## src/rtl/fsk8_pkg.sv

```systemverilog
// Shared types and helpers for the 8-FSK discriminator demodulator.
//   fsk8_state_t : symbol-timing FSM states
//   SYM_W/NUM_THR: symbol width and number of slicer thresholds
//   fsk8_slice   : maps an integrated discriminator value onto a symbol 0..7
package fsk8_pkg;

    typedef enum logic [1:0] {
        IDLE = 2'd0,
        ACC  = 2'd1,
        DUMP = 2'd2
    } fsk8_state_t;

    localparam int unsigned SYM_W   = 3;
    localparam int unsigned NUM_THR = 7;

    // Symbol = number of thresholds T_k = (k-3)*step that d strictly exceeds.
    function automatic logic [SYM_W-1:0] fsk8_slice(input logic signed [63:0] d,
                                                    input logic signed [63:0] step);
        logic [SYM_W-1:0] n;
        n = '0;
        for (int k = 0; k < int'(NUM_THR); k++) begin
            if (d > ((64'(k) - 64'sd3) * step)) begin
                n = n + SYM_W'(1);
            end
        end
        return n;
    endfunction

endpackage

```

## src/rtl/fsk8_xprod.sv

```systemverilog
// Two-stage cross-product pipeline: stage 1 holds current/previous I/Q sample,
// stage 2 registers p = I_prev*Q - Q_prev*I at full precision.
// Ports:
//   clk, rst_n          clock, async active-low reset
//   flush               drop in-flight samples/products and forget the previous sample
//   in_valid/in_last    sample strobe and end-of-symbol tag
//   in_i, in_q          signed I/Q sample
//   p_valid/p_last      product strobe and tag (registered)
//   p                   signed product, 2*DATA_W+1 bits (registered)
module fsk8_xprod #(
    parameter int unsigned DATA_W = 18
) (
    input  logic                     clk,
    input  logic                     rst_n,
    input  logic                     flush,
    input  logic                     in_valid,
    input  logic                     in_last,
    input  logic signed [DATA_W-1:0] in_i,
    input  logic signed [DATA_W-1:0] in_q,
    output logic                     p_valid,
    output logic                     p_last,
    output logic signed [2*DATA_W:0] p
);

    localparam int unsigned MW = 2 * DATA_W;
    localparam int unsigned PW = 2 * DATA_W + 1;

    logic signed [DATA_W-1:0] cur_i, cur_q, prv_i, prv_q;
    logic                     have_cur;
    logic                     s1_valid, s1_pv, s1_last;
    logic signed [MW-1:0]     m1_c, m2_c;
    logic signed [PW-1:0]     diff_c;

    // Full-precision multiply-subtract on the stage-1 pair.
    always_comb begin
        m1_c   = MW'(prv_i) * MW'(cur_q);
        m2_c   = MW'(prv_q) * MW'(cur_i);
        diff_c = PW'(m1_c) - PW'(m2_c);
    end

    // A sample taken together with flush starts fresh, so its product is masked.
    always_ff @(posedge clk or negedge rst_n) begin
        if (!rst_n) begin
            cur_i    <= '0;
            cur_q    <= '0;
            prv_i    <= '0;
            prv_q    <= '0;
            have_cur <= 1'b0;
            s1_valid <= 1'b0;
            s1_pv    <= 1'b0;
            s1_last  <= 1'b0;
            p_valid  <= 1'b0;
            p_last   <= 1'b0;
            p        <= '0;
        end else begin
            if (in_valid) begin
                cur_i   <= in_i;
                cur_q   <= in_q;
                prv_i   <= cur_i;
                prv_q   <= cur_q;
                s1_pv   <= have_cur & ~flush;
                s1_last <= in_last;
            end
            s1_valid <= in_valid;
            if (flush) begin
                have_cur <= in_valid;
            end else if (in_valid) begin
                have_cur <= 1'b1;
            end
            p_valid <= s1_valid & ~flush;
            if (s1_valid && !flush) begin
                p      <= s1_pv ? diff_c : '0;
                p_last <= s1_last;
            end
        end
    end

endmodule

```

## src/rtl/fsk8_disc_demod.sv

```systemverilog
// 8-FSK symbol detector: cross-product frequency discriminator integrated over
// SPS accepted samples, sliced into 8 levels with spacing STEP.
// Optional feature macro: FSK8_SOFT_OUT_EN (defined: disc_out carries the
// integrated value; undefined: disc_out is tied to 0 and has no register).
// Ports:
//   clk, rst_n     clock, async active-low reset
//   in_valid       sample strobe for input_1 (I) / input_2 (Q)
//   sync           one-cycle pulse restarting symbol alignment
//   sym_valid      one-cycle strobe per symbol decision
//   sym_out        decided symbol 0..7
//   disc_out       integrated discriminator value of the reported symbol
//   sat            accumulator clipped during the reported symbol
module fsk8_disc_demod
    import fsk8_pkg::*;
#(
    parameter int unsigned DATA_W = 18,
    parameter int unsigned SPS    = 16,
    parameter int unsigned ACC_W  = 48,
    parameter int unsigned STEP   = 1048576
) (
    input  logic                     clk,
    input  logic                     rst_n,
    input  logic                     in_valid,
    input  logic signed [DATA_W-1:0] input_1,
    input  logic signed [DATA_W-1:0] input_2,
    input  logic                     sync,
    output logic                     sym_valid,
    output logic [SYM_W-1:0]         sym_out,
    output logic signed [ACC_W-1:0]  disc_out,
    output logic                     sat
);

    localparam int unsigned PW    = 2 * DATA_W + 1;
    localparam int unsigned SUM_W = ((ACC_W > PW) ? ACC_W : PW) + 1;
    localparam int unsigned CNT_W = (SPS > 1) ? $clog2(SPS) : 1;
    localparam logic signed [SUM_W-1:0] ACC_MAX = {{(SUM_W-ACC_W+1){1'b0}}, {(ACC_W-1){1'b1}}};
    localparam logic signed [SUM_W-1:0] ACC_MIN = -ACC_MAX;

    logic [CNT_W-1:0]       cnt;
    logic                   last_c;
    logic                   x_valid, x_last;
    logic signed [PW-1:0]   x_p;
    fsk8_state_t            state, state_nxt;
    logic                   dump_c;
    logic signed [ACC_W-1:0] acc, acc_nxt_c;
    logic                   sat_int, clip_c;
    logic signed [SUM_W-1:0] base_c, sum_c;

    // Accepted-sample counter; the SPS-th sample of a symbol carries the last tag.
    assign last_c = in_valid & ~sync & (cnt == CNT_W'(SPS - 1));

    always_ff @(posedge clk or negedge rst_n) begin
        if (!rst_n) begin
            cnt <= '0;
        end else if (sync) begin
            cnt <= in_valid ? CNT_W'(1) : '0;
        end else if (in_valid) begin
            cnt <= last_c ? '0 : cnt + CNT_W'(1);
        end
    end

    fsk8_xprod #(
        .DATA_W (DATA_W)
    ) u_xprod (
        .clk      (clk),
        .rst_n    (rst_n),
        .flush    (sync),
        .in_valid (in_valid),
        .in_last  (last_c),
        .in_i     (input_1),
        .in_q     (input_2),
        .p_valid  (x_valid),
        .p_last   (x_last),
        .p        (x_p)
    );

    // Symbol-timing FSM state register.
    always_ff @(posedge clk or negedge rst_n) begin
        if (!rst_n) begin
            state <= IDLE;
        end else begin
            state <= state_nxt;
        end
    end

    // Next state: DUMP follows the edge that integrates the tagged last product.
    always_comb begin
        state_nxt = state;
        dump_c    = 1'b0;
        case (state)
            IDLE: begin
                if (x_valid && x_last) begin
                    state_nxt = DUMP;
                end else if (in_valid) begin
                    state_nxt = ACC;
                end
            end
            ACC: begin
                if (x_valid && x_last) begin
                    state_nxt = DUMP;
                end
            end
            DUMP: begin
                dump_c    = 1'b1;
                state_nxt = ACC;
            end
            default: state_nxt = IDLE;
        endcase
        if (sync) begin
            state_nxt = IDLE;
        end
    end

    // Saturating add; in DUMP the new product starts the next symbol from zero.
    always_comb begin
        base_c = dump_c ? '0 : SUM_W'(acc);
        sum_c  = base_c + SUM_W'(x_p);
        clip_c = 1'b0;
        if (sum_c > ACC_MAX) begin
            acc_nxt_c = ACC_W'(ACC_MAX);
            clip_c    = 1'b1;
        end else if (sum_c < ACC_MIN) begin
            acc_nxt_c = ACC_W'(ACC_MIN);
            clip_c    = 1'b1;
        end else begin
            acc_nxt_c = ACC_W'(sum_c);
        end
    end

    always_ff @(posedge clk or negedge rst_n) begin
        if (!rst_n) begin
            acc     <= '0;
            sat_int <= 1'b0;
        end else if (sync) begin
            acc     <= '0;
            sat_int <= 1'b0;
        end else if (x_valid) begin
            acc     <= acc_nxt_c;
            sat_int <= (dump_c ? 1'b0 : sat_int) | clip_c;
        end else if (dump_c) begin
            acc     <= '0;
            sat_int <= 1'b0;
        end
    end

    // Decision registers; they hold between strobes.
    always_ff @(posedge clk or negedge rst_n) begin
        if (!rst_n) begin
            sym_valid <= 1'b0;
            sym_out   <= '0;
            sat       <= 1'b0;
        end else begin
            sym_valid <= dump_c;
            if (dump_c) begin
                sym_out <= fsk8_slice(64'(acc), 64'(STEP));
                sat     <= sat_int;
            end
        end
    end

`ifdef FSK8_SOFT_OUT_EN
    logic signed [ACC_W-1:0] disc_q;

    always_ff @(posedge clk or negedge rst_n) begin
        if (!rst_n) begin
            disc_q <= '0;
        end else if (dump_c) begin
            disc_q <= acc;
        end
    end

    assign disc_out = disc_q;
`else
    assign disc_out = '0;
`endif

endmodule

```

## config.mk

```make
export PLATFORM = sky130hd
export DESIGN_NAME = fsk8_disc_demod
export DESIGN_NICKNAME = d
export VERILOG_FILES = /design/src/rtl/fsk8_pkg.sv /design/src/rtl/fsk8_xprod.sv /design/src/rtl/fsk8_disc_demod.sv
export SDC_FILE = /design/constraint.sdc
export NUM_CORES = 2
export LEC_CHECK = 0
export CAP_MARGIN = 20
export CORE_ASPECT_RATIO = 1.1
export CORE_MARGIN = 2
export CORE_UTILIZATION = 60
export DETAILED_ROUTE_END_ITERATION = 10
export GPL_TIMING_DRIVEN = 0
export PLACE_DENSITY = 0.81
export SYNTH_ARGS = -nofsm -noshare
export SYNTH_HDL_FRONTEND = slang
export SYNTH_SLANG_ARGS = --single-unit
```

## constraint.sdc

```tcl
create_clock -name clk -period 17.3 [get_ports clk]
set_input_delay 3.46 -clock clk [delete_from_list [all_inputs] [get_ports clk]]
set_output_delay 3.46 -clock clk [all_outputs]
set_load 0.01 [all_outputs]
```

==> summary by stage <==
Global routing
The largest net degree at the start of global routing is 119. In the global route stage, overall resource usage came out at 34.5%. The via count of the first global-routing pass was 29800.

The global-route congestion overflow total is 0. The first global-routing pass estimated 163000 µm of wire. The number of antenna violations at the first check in global routing is 1.

Synthesis
During synthesis, Yosys emitted a total of 0 warnings. The flip-flop cell with the highest count after synthesis is dfrtp_1. The post-synthesis compound-gate area fraction is 7.92%. The mean instance size in the synthesized netlist is 9.23 µm².

The share of flip-flops with an asynchronous set or reset after synthesis is 100%. After synthesis, the largest area contributor takes up 41.0% of total cell area. Counting flops and latches in the post-synthesis netlist gives 175. Summing the areas of all and, or, nand and nor instances in the mapped netlist gives 15.0% of the synthesized area. The share of the synthesized netlist area taken by xor and xnor gates is 2.36%. The distinct cell type count of the synthesized netlist is 73. The mux contribution to synthesized area is 2.47%. The gate count of the mapped netlist is 3936. The share of the Yosys chip area taken by registers is 12.1%. The largest area contributor in the netlist is fa_1. The mapped netlist covers 0.0363 mm². The adder-cell area share of the yosys netlist is 48.8%. The synthesized design contains 0 enable-type register cells. The dominant combinational cell family by area after synthesis is adder cells.

Sorting the synthesized cells by area gives the leading types as fa_1 41%, dfrtp_1 12%, inv_1 8.2%.

Route
The total DRC errors in the routed layout is 0. In this run, the number of DRC markers left after iteration 0 of detailed routing was 2100. Before antenna repair, the detailed router went through 6 iterations. The via density per instance is 5.76. The antenna violation net count after detailed routing is 0. In the final routed layout, each cell accounts on average for 20.9 µm. Wires add up to 101000 µm.

The total via count after detailed routing is 27800.

Worst setup path
The capture point of the worst reg-to-reg path is u_xprod.p[33]. The critical path's largest stage delay is 0.64 ns. STA classifies the critical path startpoint as a flop. The number of buffers and inverters on the critical path is 6. In this run the worst path has a maximum fanout of 10. The critical path is of the flop to flop type.

The endpoint required time on the critical path is 17.69 ns. The most frequent cell on the critical path is fa_1. The logic depth of the worst register-to-register path is 27. The worst setup path is captured at a flop. The cell at the slowest stage of the critical path is a2111oi_0. The reg-to-reg setup timing slack is 7.50 ns.

The gate family responsible for the most delay along the worst path is adder cells. In this run the critical register-to-register path is launched from u_xprod.prv_q[7]. For the worst setup path, the data arrival time is 10.19 ns.

Clocking
TritonCTS built the clock tree. The post-CTS resize count is 0. The maximum buffer depth of the clock tree is 2. The clock net sink count is 175. The hold buffer count at CTS is 0. The clock input transition at the sequential cells of the worst setup and hold paths is 0.08 ns.

The post-CTS repair timing setup buffer count is 0. The H-tree was split into 4 levels. The cell chosen for the clock root is clkbuf_16. The clock insertion delay at the later pin of the skew report is 0.52 ns.

The CTS buffer count is 17.

STA
The accumulated negative setup slack is 0 ns. Counting I/O delays and the setup requirement, the final critical path takes 9.80 ns. Setup repair after global routing left no endpoint under its margin. The headroom to the max-slew limit is 34.7%. The number of endpoints with negative hold slack in the final report is 0. The maximum clock skew at final layout is 0.0168 ns.

The worst-margin pin slew is 0.980 ns. The total of endpoints with negative setup slack in the final report is 0. Static timing analysis puts the maximum clock frequency at 0.102 GHz. After layout, the worst path uses 56.6% of the clock period. The number of pins exceeding their max-slew limit in the final report is 0.

Layout
The number of filler instances in the final layout is 4802. The post-route netlist has 4.70% of its cells at a drive strength greater than 1. The post-synthesis to final-layout area growth is 6.07%. The number of nets at the end of the flow is 5059. In the layout the commonest cells are 794 x inv_1, 743 x fa_1, 534 x nand2_1, 304 x and2_1, 228 x ha_1. Leaving out fill and tap cells, the most frequent cell in the layout is inv_1.

Place
Summed over all nets, the half-perimeter wirelength after detailed placement is 84400 µm. The number of input and output port buffers inserted is 43. The routability congestion estimate is 0.966.

Hold path
The worst hold path begins at state[1]. The min-delay analysis places its worst path in the category flop to flop. The number of cells traversed by the worst hold path is 1. The path with the worst hold slack has its endpoint at state[1].

Floorplan
Measured along the y axis, the die boundary spans 262 µm. Once the floorplan was initialized, standard cells occupied 60.7% of the core. The standard cell core area is 0.0599 mm². The overall die area is 0.0625 mm². The die span in x is 239 µm. The I/O pin count is 93. The floorplan has 94 rows.

Run
The max-cap violation count is 0.

Run status
The flow ran to the end, and the final reports show no timing, DRC or antenna violations.
[synthesized netlist by cell type, drive strengths merged (33+ instances only)]
master / n
dfrtp: 175
xnor2: 65
xor2: 33
inv: 794
a21o: 42
o21ai: 147
nand2: 534
nand3: 37
clkbuf: 196
nor2: 70
buf: 60
ha: 228
and2: 304
a21oi: 96
mux2: 76
nor2b: 40
fa: 743
[metal layers]
layer	GRT usage [%]	up-vias	wire length (µm)	share of wire [%]
li1	-	12100	-	-
met1	42.6	13800	37200	37
met2	56.6	1442	47900	47
met3	8.03	400	9660	9.6
met4	19.3	0	6390	6.3
met5	0	-	0	0
[state kept, by name, indices dropped and copies added, names as in the netlist, 2 cells and up]
name           cells
acc               48
cnt                4
state              2
sym_out            3
u_xprod.cur_i     18
u_xprod.cur_q     18
u_xprod.p         37
u_xprod.prv_i     18
u_xprod.prv_q     18
[cell type report]
cell class	count	area, µm²	share of cell area (%)
diodes	1	2.50	0.00650
plain buffers	256	1160	3.00
clock buffers	18	429	1.11
clock inverters	14	146	0.380
inverters	794	2980	7.74
multi-input cells	2758	28000	72.6
flip-flops and latches	175	4380	11.4
well taps	768	961	2.49
repair buffers	46	489	1.27
[kinds of logic after synthesis]
kind of cell               count (synthesis)
muxes                                     80
and+or+nand+nor                         1112
other                                      1
buffers and inverters                   1050
AOI/OAI and AO/OA                        449
adders and majority gates                971
xor gates and xnor gates                  98
DFF                                      175
[worst max path at each step]
stage | from | end | depth (start not counted)
2_1_floorplan | u_xprod.prv_q[7] | u_xprod.p[33] | 27
3_3_place_gp | rst_n | acc[4] | 1
3_5_place_dp | u_xprod.prv_q[7] | u_xprod.p[33] | 27
4_1_cts | u_xprod.prv_q[7] | u_xprod.p[33] | 27
5_1_grt | u_xprod.prv_q[7] | u_xprod.p[35] | 27
6_report | u_xprod.prv_q[7] | u_xprod.p[33] | 27
[per-stage QoR]
step	cell area [µm²]	util [%]	setup WS [ns]	hold slack, ns	cells
2_1_floorplan	36500	-	9.48	0.434	3983
3_3_place_gp	37900	63.3	4.83	0.450	4794
3_5_place_dp	37900	63.4	7.73	0.457	4796
4_1_cts	38500	64.3	7.71	0.467	4828
5_1_grt	38500	64.3	7.26	0.486	4830
6_report	38500	64.3	7.50	0.467	4830
Power is left out: the tool's default activity adds up to more than one toggle a clock period on the data nets, which glitch-free logic cannot reach.
